**src/rtl/cdc_hndshk_pkg.sv**
```systemverilog
// Shared types and width helpers for the source side of the toggle CDC handshake.
package cdc_hndshk_pkg;

  typedef enum logic {
    SRC_IDLE = 1'b0,
    SRC_WAIT = 1'b1
  } src_state_e;

  function automatic int ptr_w(input int depth);
    return $clog2(depth);
  endfunction

  function automatic int lvl_w(input int depth);
    return $clog2(depth) + 1;
  endfunction

endpackage

```
**src/rtl/cdc_hndshk_fifo.sv**
```systemverilog
// Small synchronous FIFO with registered pointers; read data is the head entry, no bypass.
module cdc_hndshk_fifo
  import cdc_hndshk_pkg::*;
#(
  parameter int DATA_W     = 8,
  parameter int FIFO_DEPTH = 4,
  localparam int PW        = ptr_w(FIFO_DEPTH),
  localparam int LW        = lvl_w(FIFO_DEPTH)
) (
  input  logic              clk,
  input  logic              rst_n,
  input  logic              push_i,
  input  logic [DATA_W-1:0] push_data_i,
  input  logic              pop_i,
  output logic [DATA_W-1:0] pop_data_o,
  output logic              full_o,
  output logic              empty_o,
  output logic [LW-1:0]     level_o
);

  logic [DATA_W-1:0] mem_q [FIFO_DEPTH];
  logic [PW-1:0]     wr_ptr_q, rd_ptr_q;
  logic [LW-1:0]     level_q;
  logic              do_push, do_pop;

  assign full_o     = (level_q == LW'(FIFO_DEPTH));
  assign empty_o    = (level_q == '0);
  assign level_o    = level_q;
  assign pop_data_o = mem_q[rd_ptr_q];
  assign do_push    = push_i && !full_o;
  assign do_pop     = pop_i && !empty_o;

  // Pointers wrap naturally because FIFO_DEPTH is a power of two.
  always_ff @(posedge clk or negedge rst_n) begin
    if (!rst_n) begin
      for (int i = 0; i < FIFO_DEPTH; i++) mem_q[i] <= '0;
      wr_ptr_q <= '0;
      rd_ptr_q <= '0;
      level_q  <= '0;
    end else begin
      if (do_push) begin
        mem_q[wr_ptr_q] <= push_data_i;
        wr_ptr_q        <= wr_ptr_q + PW'(1);
      end
      if (do_pop) rd_ptr_q <= rd_ptr_q + PW'(1);
      if (do_push && !do_pop)      level_q <= level_q + LW'(1);
      else if (do_pop && !do_push) level_q <= level_q - LW'(1);
    end
  end

endmodule

```
**src/rtl/cdc_hndshk_src_ctrl.sv**
```systemverilog
// Source-domain launcher: buffers words, crosses them one at a time with a request toggle,
// waits for the acknowledge toggle and flags stalls or spurious acks as a sticky error.
module cdc_hndshk_src_ctrl
  import cdc_hndshk_pkg::*;
#(
  parameter int DATA_W         = 8,
  parameter int FIFO_DEPTH     = 4,
  parameter int TIMEOUT_CYCLES = 1024
) (
  input  logic                        source_clk,
  input  logic                        source_reset_n,
  input  logic                        in_valid,
  output logic                        in_ready,
  input  logic [DATA_W-1:0]           in_data,
  output logic [DATA_W-1:0]           hold_data,
  output logic                        req_toggle,
  output logic                        req_pulse,
  input  logic                        ack_toggle,
  output logic                        busy,
  output logic                        done_pulse,
  output logic                        err_timeout,
  input  logic                        err_clr,
  output logic [$clog2(FIFO_DEPTH):0] fifo_level
);

  localparam int CNT_W = (TIMEOUT_CYCLES > 0) ? $clog2(TIMEOUT_CYCLES + 1) : 1;
  localparam logic [CNT_W-1:0] CNT_MAX  = CNT_W'(TIMEOUT_CYCLES);
  localparam logic [CNT_W-1:0] CNT_LAST = CNT_W'((TIMEOUT_CYCLES > 0) ? TIMEOUT_CYCLES - 1 : 0);

  src_state_e        state_q, state_d;
  logic [DATA_W-1:0] hold_q, hold_d, fifo_data;
  logic              req_q, req_d, req_pulse_q, req_pulse_d;
  logic              done_q, done_d, err_q, err_d, phase_q, phase_d;
  logic [CNT_W-1:0]  cnt_q, cnt_d;
  logic              fifo_pop, fifo_full, fifo_empty, ack_ev, err_set;

  cdc_hndshk_fifo #(.DATA_W(DATA_W), .FIFO_DEPTH(FIFO_DEPTH)) u_fifo (
    .clk        (source_clk),
    .rst_n      (source_reset_n),
    .push_i     (in_valid),
    .push_data_i(in_data),
    .pop_i      (fifo_pop),
    .pop_data_o (fifo_data),
    .full_o     (fifo_full),
    .empty_o    (fifo_empty),
    .level_o    (fifo_level)
  );

  assign in_ready    = !fifo_full;
  assign busy        = (state_q == SRC_WAIT);
  assign hold_data   = hold_q;
  assign req_toggle  = req_q;
  assign req_pulse   = req_pulse_q;
  assign done_pulse  = done_q;
  assign err_timeout = err_q;
  assign ack_ev      = (ack_toggle != phase_q);
  assign fifo_pop    = (state_q == SRC_IDLE) && !fifo_empty;

  always_comb begin
    state_d     = state_q;
    hold_d      = hold_q;
    req_d       = req_q;
    req_pulse_d = 1'b0;
    done_d      = 1'b0;
    cnt_d       = cnt_q;
    err_set     = 1'b0;
    // ack_phase only ever moves to follow ack_toggle, so it can track it every cycle.
    phase_d     = ack_toggle;
    case (state_q)
      SRC_IDLE: begin
        if (ack_ev) err_set = 1'b1;
        if (fifo_pop) begin
          hold_d      = fifo_data;
          req_d       = ~req_q;
          req_pulse_d = 1'b1;
          cnt_d       = '0;
          state_d     = SRC_WAIT;
        end
      end
      SRC_WAIT: begin
        // The error fires on the step into saturation only, so err_clr sticks during a long stall.
        if (TIMEOUT_CYCLES != 0) begin
          if (cnt_q != CNT_MAX)  cnt_d   = cnt_q + CNT_W'(1);
          if (cnt_q == CNT_LAST) err_set = 1'b1;
        end
        if (ack_ev) begin
          done_d  = 1'b1;
          state_d = SRC_IDLE;
        end
      end
      default: state_d = SRC_IDLE;
    endcase
    err_d = err_set ? 1'b1 : (err_clr ? 1'b0 : err_q);
  end

  always_ff @(posedge source_clk or negedge source_reset_n) begin
    if (!source_reset_n) begin
      state_q     <= SRC_IDLE;
      hold_q      <= '0;
      req_q       <= 1'b0;
      req_pulse_q <= 1'b0;
      done_q      <= 1'b0;
      err_q       <= 1'b0;
      phase_q     <= 1'b0;
      cnt_q       <= '0;
    end else begin
      state_q     <= state_d;
      hold_q      <= hold_d;
      req_q       <= req_d;
      req_pulse_q <= req_pulse_d;
      done_q      <= done_d;
      err_q       <= err_d;
      phase_q     <= phase_d;
      cnt_q       <= cnt_d;
    end
  end

endmodule
```
**config.mk**
```make
export PLATFORM = sky130hd
export DESIGN_NAME = cdc_hndshk_src_ctrl
export DESIGN_NICKNAME = d
export VERILOG_FILES = /design/src/rtl/cdc_hndshk_pkg.sv /design/src/rtl/cdc_hndshk_fifo.sv /design/src/rtl/cdc_hndshk_src_ctrl.sv
export SDC_FILE = /design/constraint.sdc
export NUM_CORES = 1
export LEC_CHECK = 0
export CAP_MARGIN = 30
export CORE_ASPECT_RATIO = 1.4
export CORE_MARGIN = 2
export CORE_UTILIZATION = 25
export DETAILED_ROUTE_END_ITERATION = 8
export PLACE_DENSITY = 0.46
export SYNTH_ARGS = -nofsm -noshare
export SYNTH_HDL_FRONTEND = slang
export SYNTH_SLANG_ARGS = --single-unit
export TNS_END_PERCENT = 20
```
**constraint.sdc**
```tcl
create_clock -name source_clk -period 3.15 [get_ports source_clk]
set_clock_uncertainty 0.1 [all_clocks]
set_input_delay 0.63 -clock source_clk [delete_from_list [all_inputs] [get_ports source_clk]]
set_output_delay 0.63 -clock source_clk [all_outputs]
set_load 0.05 [all_outputs]
```
---- Word level (Yosys, flattened, before mapping) ----
Index checks and enable logic that the tools add are counted.
word-level totals
  flip-flop bits (word level) ............. 64
  input port bits ......................... 13
  output and inout port bits .............. 17
  logic and storage cells ................. 69
operators by class
  add/sub/neg operators ................... 5
  $lt $le $gt $ge ......................... 3
  equality and inequality tests ........... 6
  mux-type cells .......................... 21
  bitwise logic cells ..................... 4
  reduce and logical (&&, ||, !) cells .... 15
operators by type and width
  cell                   number
  $bwmux 32              1
  $mux 8                 3
  $mux 11                2
  $pmux 11 s2            1
  $bmux 8 s2             1
  $demux 8 s2            1
  $add 11x1->11 const B  1
  $eq 11x10->1 const B   1
  $ne 11x11->1 const B   1
  $mux 1                 8
  $ge 3x3->1 const B     2
  $logic_and 1x1->1      6
  $mux 3                 2
  $not 2->3              2
  $add 2x1->2 const B    2
  $logic_not 1->1        4
  $ne 2x1->1 const B     2
  $pmux 1 s2             2
  $reduce_and 2->1       2
  $reduce_bool 2->1      2
  $add 3x1->3 const B    1
  $eq 3x3->1 const B     1
  $logic_not 3->1        1
  $lt 3x1->1 const B     1
  other kinds (3)        4

---- Depth between registers and ports, before layout ----
  word-level depth ........................ 7
  gate-level depth with buffers ........... 10
  mapped depth without buffers ............ 9

---- By module ----
Synthesis repeated with hierarchy kept, for this count alone.
unflattened totals
  cell total of the unflattened synthesis .. 219
  area, all modules ....................... 3021.6 um2
modules (own cells, without submodules)
  module               times used  cells an instance  area each (um2)  sequential area each (um2)
  cdc_hndshk_fifo      1           112                1781.7           975.9
  cdc_hndshk_src_ctrl  1           107                1239.9           625.6

---- Worst setup path after synthesis ----
Ideal clock, no wire load.
  path type ............................... register to register
  start ................................... register u_fifo.level_q[2], in the netlist u_fifo.level_o[2]
  end ..................................... register u_fifo.level_q[1], in the netlist u_fifo.level_o[1]
  library setup time ...................... 0.125 ns
  data arrival time ....................... 2.317 ns
  data required time ...................... 2.925 ns
  slack ................................... 0.608 ns
  stages on the path, launching flop included .. 9
  path buffers ............................ 1
  period minus slack after synthesis ...... 2.542 ns
  path through ............................ dfrtp_1 or3b_1 buf_6 nand2_2 inv_2 ha_1 inv_1 fa_1 mux2_2
between the ends
  elaborated cells between the ends (all ways) .. 13
  classes of those cells .................. 1 x eq/ne; 1 x mux; 11 x reduce/logical
RTL lines
  item                                line                       source
  start: declaration                  cdc_hndshk_fifo.sv:23      logic [LW-1:0] level_q;
  start signal: assignment            cdc_hndshk_fifo.sv:46      if (do_push && !do_pop) level_q <= level_q + LW'(1);
  start signal: assignment            cdc_hndshk_fifo.sv:47      else if (do_pop && !do_push) level_q <= level_q - LW'(1);
  $eq 3x3->1 *                        cdc_hndshk_fifo.sv:26      assign full_o = (level_q == LW'(FIFO_DEPTH));
  $logic_not 1->1 *                   --
  via in_ready                        cdc_hndshk_src_ctrl.sv:13  output logic in_ready,
  $logic_and 1x1->1 *                 cdc_hndshk_fifo.sv:30      assign do_push = push_i && !full_o;
  via u_fifo.do_push                  cdc_hndshk_fifo.sv:24      logic do_push, do_pop;
  $logic_not 1->1                     cdc_hndshk_fifo.sv:47
  $logic_and 1x1->1                   cdc_hndshk_fifo.sv:47
  $reduce_bool 2->1 (no source line)  --
Mark *: on every way through the listed nets, which the timed path passes. The rest lies on a longest branch.
A chain may end at the register's enable or synchronous reset.

---- Worst setup path in the final report ----
  start ................................... register u_fifo.level_q[0], in the netlist u_fifo.level_o[0]
  end ..................................... output port in_ready
between the ends
  longest elaborated chain between the ends .. 2
ends and longest elaborated chain
  item              line                       source
  $eq 3x3->1        cdc_hndshk_fifo.sv:26
  $logic_not 1->1   cdc_hndshk_src_ctrl.sv:49  assign in_ready = !fifo_full;
  end: declaration  cdc_hndshk_src_ctrl.sv:13
No other way between the ends.

==> results.md <==
- Status: finished clean
- Drt drc: 0
- Max incr delay on CP: 780 ps
- Die area: 0.0133 mm2
- Drt wl/cell: 16.1 um
- Hold slack: 205 ps
- Clock transition at the registers of the reported paths: 50 ps
- Worst path buffer plus inverter count: 1
- Endpoints failing setup: 0
- Hold Fails Final Rpt: 0
- Synthesized area: 0.00311 mm2
- FP Rows: 48
- CTS root buffer: clkbuf_16
- Fin. max-slew vios: 0
- Drt initial violations: 66
- Sequential-to-total area share from yosys stat: 51.6%
- H-Tree Depth: 3
- Met2 GRT Util: 18.4%
- Post-CTS Hold Buffers: 0
- Slew @ Worst Pin: 689 ps
- WL final: 6500 um
- Clock Sinks: 64
- Worst Setup SP: u_fifo.level_o[0]
- Vias/cell: 4.58
- Clock buffer depth: 2
- Hpwl dp: 4400 um
- PostCTS Resize Cnt: 0
- GRT Overall Usage: 10.4%
- TritonRoute pass-1 iters: 4
- Max-Cap Viols: 0
- Commonest non-fill, non-tap cell in the layout: dfrtp_1
- Reg2Reg Setup Slack: 680 ps
- RSZ-0062 raised after global routing: no
- Synth Area per Inst: 14.5 um2
- Post-CTS setup buffers: 0
- DR vias: 1853
- Cell Chain, Critical Path: or3b_1 > clkdlybuf4s50_1
- Layout cells sized above 1: 29.4%
- Worst-Skew Late Latency: 330 ps
- First-pass GRT wire length: 10500 um
- Core area: 0.0123 mm2
- Post-Syn Instances: 214
- Most used routing layer: met2
- Crit Path Max Fanout: 6
- GP Congestion: 0.719
- Final TNS setup: 0 ps
- IO Count: 30
- Top cell type's share of synthesized area: 51.6%
- Crit Path Category: flop to output port
- Total CTS buffers: 9
- Die height: 136 um
- Netlist cell types: 49
- Hold/Removal Path Class: primary input to async pin
- Max IR drop VDD: 294 uV
- Synth warn: 0
- Synth-to-layout area growth: 25.4%
- Final Cycle Share: 92.8%
- Starting Density: 25.4%
- Reg-to-Reg Start: u_fifo.level_o[0]
- CP Launch Type: flop
- Main flop type after synthesis: dfrtp_1
- Grt ovf: 0
- Final Critical Period: 2920 ps
- Largest net degree at the start of global routing: 65
- Synth top area cells: dfrtp_1 52%, mux2_4 15%, mux4_2 5.8%
- Die X: 98.2 um
- Nets: 271
- Antenna Nets Post-Route: 0
- Slowest-stage cell, CP: clkdlybuf4s50_1
- Arrival time at the worst endpoint: 2190 ps
- Crit path capture type: output port
- Critical Path Stages: 2
- Vias in the first global route: 1955
- CP endpoint: in_ready
- Static leakage: 1.73 nW
- Fmax: 0.342 GHz
- Worst slew margin: 53.7%
- Worst R2R Path Depth: 7
- GR Layer Usage met1: 11.5%
- Async SR Flop Fraction: 100%
- Top Family by Delay on Critical Path: buffers and inverters
- Diode count: 0
- PwrDens: 1120 mW/mm2
- Most frequent cells in the layout: 64 x dfrtp_1, 32 x mux2_4, 28 x clkdlybuf4s50_1
- Initial antenna violation count: 0
- #FFs+latches synth: 64
- Syn_nets: 235
- CTS tree: done
- Met3 Track Usage GR: 3.14%
- Port buffer count: 29
- Area leader, netlist: dfrtp_1
- R2R Path End: u_fifo.level_o[1]
- CP Data Required Time: 2420 ps
- Post-synth EDFFs: 0
power breakdown:
part	leakage (nW)	total, mW	switching (mW)	internal, mW
Combinational	0.798	1.81	0.861	0.949
Clock	0.150	1.05	0.360	0.693
Sequential	0.778	1.51	0.324	1.19
flip-flops by register name, indices dropped and copies added (netlist names):
signal	flops
hold_data	8
phase_q	1
busy	1
u_fifo.rd_ptr_q	2
req_toggle	1
done_pulse	1
u_fifo.wr_ptr_q	2
cnt_q	11
u_fifo.mem_q	32
err_timeout	1
req_pulse	1
u_fifo.level_o	3
worst min path at each step:
stage | from | endpoint | slack (ps)
global route | source_reset_n | done_pulse | 240
detailed placement | req_toggle | req_toggle | 370
floorplan | source_reset_n | busy | 230
global placement | req_toggle | req_toggle | 360
CTS | source_reset_n | done_pulse | 230
finish | source_reset_n | req_toggle | 210
layout make-up:
cell class	count	area, um2
Fill cell	1229	8360
Sequential cell	64	1600
Multi-Input combinational cell	131	1420
Timing Repair Buffer	34	335
Clock buffer	11	233
Tap cell	150	188
Clock inverter	5	81.3
Inverter	10	37.5
cell usage after synthesis, drive strengths merged, types with 2 or more instances:
master   n
dfrtp   64
mux2    42
nand3   13
inv     10
mux4     8
xor2     8
ha       7
nand2    7
nor2     7
o21ai    6
buf      5
clkbuf   4
mux2i    3
or4      3
nand4    2
nor3     2
nor4     2
o211ai   2
xnor2    2
worst register-to-register path: cells and delay by family (launching register included):
kind,cells,cell delay (ps)
muxes,1,270
adders and majority gates,2,590
buffers and inverters,2,110
DFF,1,470
and+or+nand+nor,2,820
routing by layer:
metal  vias up  wire, um
met1       966      2780
li1        849         -
met3         9       221
met2        29      3390
met4         0       110
met5         -         0
kinds of logic after synthesis:
kind of cell    count (synthesis)  synth area share, %
simple gates                   43                 9.79
buf+inv                        19                 2.78
xor+xnor                       10                 2.82
fa+ha+maj                       8                 3.46
mux                            53                 25.9
compound gates                 17                 3.75
flops                          64                 51.6
per-stage QoR:
step | setup WS (ps) | instances | power [mW] | util (%) | area, um2
floorplan | 608 | 214 | 2.86 | - | 3110
global placement | 586 | 389 | 3.34 | 29.2 | 3580
detailed placement | 548 | 389 | 3.37 | 29.2 | 3580
CTS | 196 | 405 | 4.44 | 31.8 | 3890
global route | 161 | 405 | 4.62 | 31.8 | 3890
finish | 226 | 405 | 4.38 | 31.8 | 3890
(Power assumes the default switching activity.)
==> RTL edit (config.mk and constraints unchanged) <==
The parameter `TIMEOUT_CYCLES` goes from 1024 to 256.
--- a/src/rtl/cdc_hndshk_src_ctrl.sv
+++ b/src/rtl/cdc_hndshk_src_ctrl.sv
@@ -7,3 +7,3 @@
   parameter int FIFO_DEPTH     = 4,
-  parameter int TIMEOUT_CYCLES = 1024
+  parameter int TIMEOUT_CYCLES = 256
 ) (
Function: no difference found for any inputs over 10 cycles, from zero or initial values and one cycle with source_reset_n low; that may be too few to reach the edited logic, so the function may still have changed.
==> RTL edit against the unedited design <==
  * Final area down 7.0%
  * Synthesized cell count up 0.93%
  * Routed wire length down 10%
  * Critical path depth down 1
  * Area after synthesis down 9.7%
  * Worst hold slack better by 0.022 ns
  * Sequential power down 3%
  * Non-clock buffer count down 3
  * Total power down 3.3%
  * Final cell count down 2.0%
  * Worst setup slack better by 0.42 ns
  * Sequential cell count down 2
  * First-iteration DRC count down 17%
==> RTL edit: results (changes against the unedited design) <==
Post-Place Cells 381 (-2.1%); Initial DRC Count 55 (-17%); Synth cell types 35 (-29%); synth warn 0 (unchanged); CP peak stage delay 0.88 ns (+0.10 ns); # setup viols final 0 (unchanged); DP HPWL 3830 um (-13%); Hold Crit Class in -> async; Total Routing Usage GR 11.0% (+0.58 points); TritonCTS buffer count 9 (unchanged); max reg flops 32 (unchanged); Final Slew Violations 0 (unchanged); largest cells by area after synthesis dfrtp_1 (55%), mux2_2 (13%), mux4_2 (6.4%); routability cong. 0.741 (+3.0%); Largest Register u_fifo.mem_q; Leakage Power 1.59 nW (-7.7%); input/output buffers 29 (unchanged); Via Count 1,744 (-5.9%); fin nets 273 (+0.74%); antenna violations before repair 0 (unchanged); delay-heaviest family, CP buffers and inverters; Core Box Area 0.0109 sq mm (-11%); fill count 1,078 (-12%); CP Max Fanout 9 (+3); Worst slew margin 56.4% (+2.8 points); post-synthesis sequential area ratio 55.3% (+3.8 points); outcome completed; largest net degree at the start of global routing 37 (-43%); first-pass GRT wire length 9800 um (-6.9%); DRC violations left 0 (unchanged); Post-Syn Nets 238 (+1.3%); fin cells 397 (-2.0%); Routed WL 5830 um (-10%); slowest cell on the critical path clkdlybuf4s50_1; number of global-route vias before repair 1,812 (-7.3%); maximum vdd ir drop 0.378 mV (+29%); ant diodes 0 (unchanged); Post-Synthesis Cells 216 (+0.93%); Critical Path AT 1.78 ns (-0.41 ns); Commonest cells post-synth dfrtp_1 (62), nand2_1 (37), mux2_2 (33), inv_1 (9); first drt pass iteration count 4 (unchanged); NetSw 1.49 mW (-3.9%); layout cell share with drive strength beyond 1 26.2% (-3.2 points)
==> RTL edit: layout make-up <==
cell class	count	share of cell area, %
clock buffer	11	6.98
clock inverter	5	2.90
inverter	9	0.932
multi-input combinational	138	32.9
sequential	62	42.8
tap	141	4.87
timing repair buffer	31	8.63
==> RTL edit: worst paths after layout <==
path / start / slack (ns) / depth (start not counted) / to
setup reg to reg: u_fifo.level_o[0] / 0.73 / 8 / u_fifo.level_o[2]
hold / removal: source_reset_n / 0.23 / 1 / u_fifo.level_o[0]
setup / recovery: busy / 0.64 / 1 / busy
max in group asynchronous: source_reset_n / 2.10 / 2 / u_fifo.mem_q[16]
min in group source_clk: hold_data[2] / 0.37 / 2 / hold_data[2]
hold reg to reg: hold_data[2] / 0.37 / 2 / hold_data[2]
==> RTL edit: logic make-up after synthesis <==
kind of cell,synth area share (%)
AOI/OAI and AO/OA,5.67
xor gates and xnor gates,2.50
adders and majority gates,4.28
buffers and inverters,2.19
DFF,55.3
muxes,20.0
and+or+nand+nor,10.0
==> RTL edit: power by group through the flow <==
| stage | combinational, mW | clock [mW] | sequential [mW] |
|---|---|---|---|
| after global routing | 1.74 | 1.25 | 1.54 |
| after global placement | 1.59 | 0 | 1.49 |
| after CTS | 1.62 | 1.21 | 1.48 |
| final | 1.59 | 1.17 | 1.47 |
| after floorplan | 0.958 | 0 | 1.67 |
| after detailed placement | 1.62 | 0 | 1.49 |
==> RTL edit: routing by layer <==
layer / routed length [um] / global-route usage [%]
met2: 2870 / 17.6
met5: 0 / 0
met4: 131 / 5.97
met1: 2600 / 13.7
met3: 223 / 2.56
==> RTL edit: per-stage QoR <==
step / setup slack [ns] / area (sq um) / hold WS, ns
after floorplan: 0.417 / 2800 / 0.234
after global placement: 0.561 / 3270 / 0.359
after detailed placement: 0.533 / 3270 / 0.366
after CTS: 0.625 / 3620 / 0.252
after global routing: 0.528 / 3620 / 0.298
final: 0.641 / 3620 / 0.227
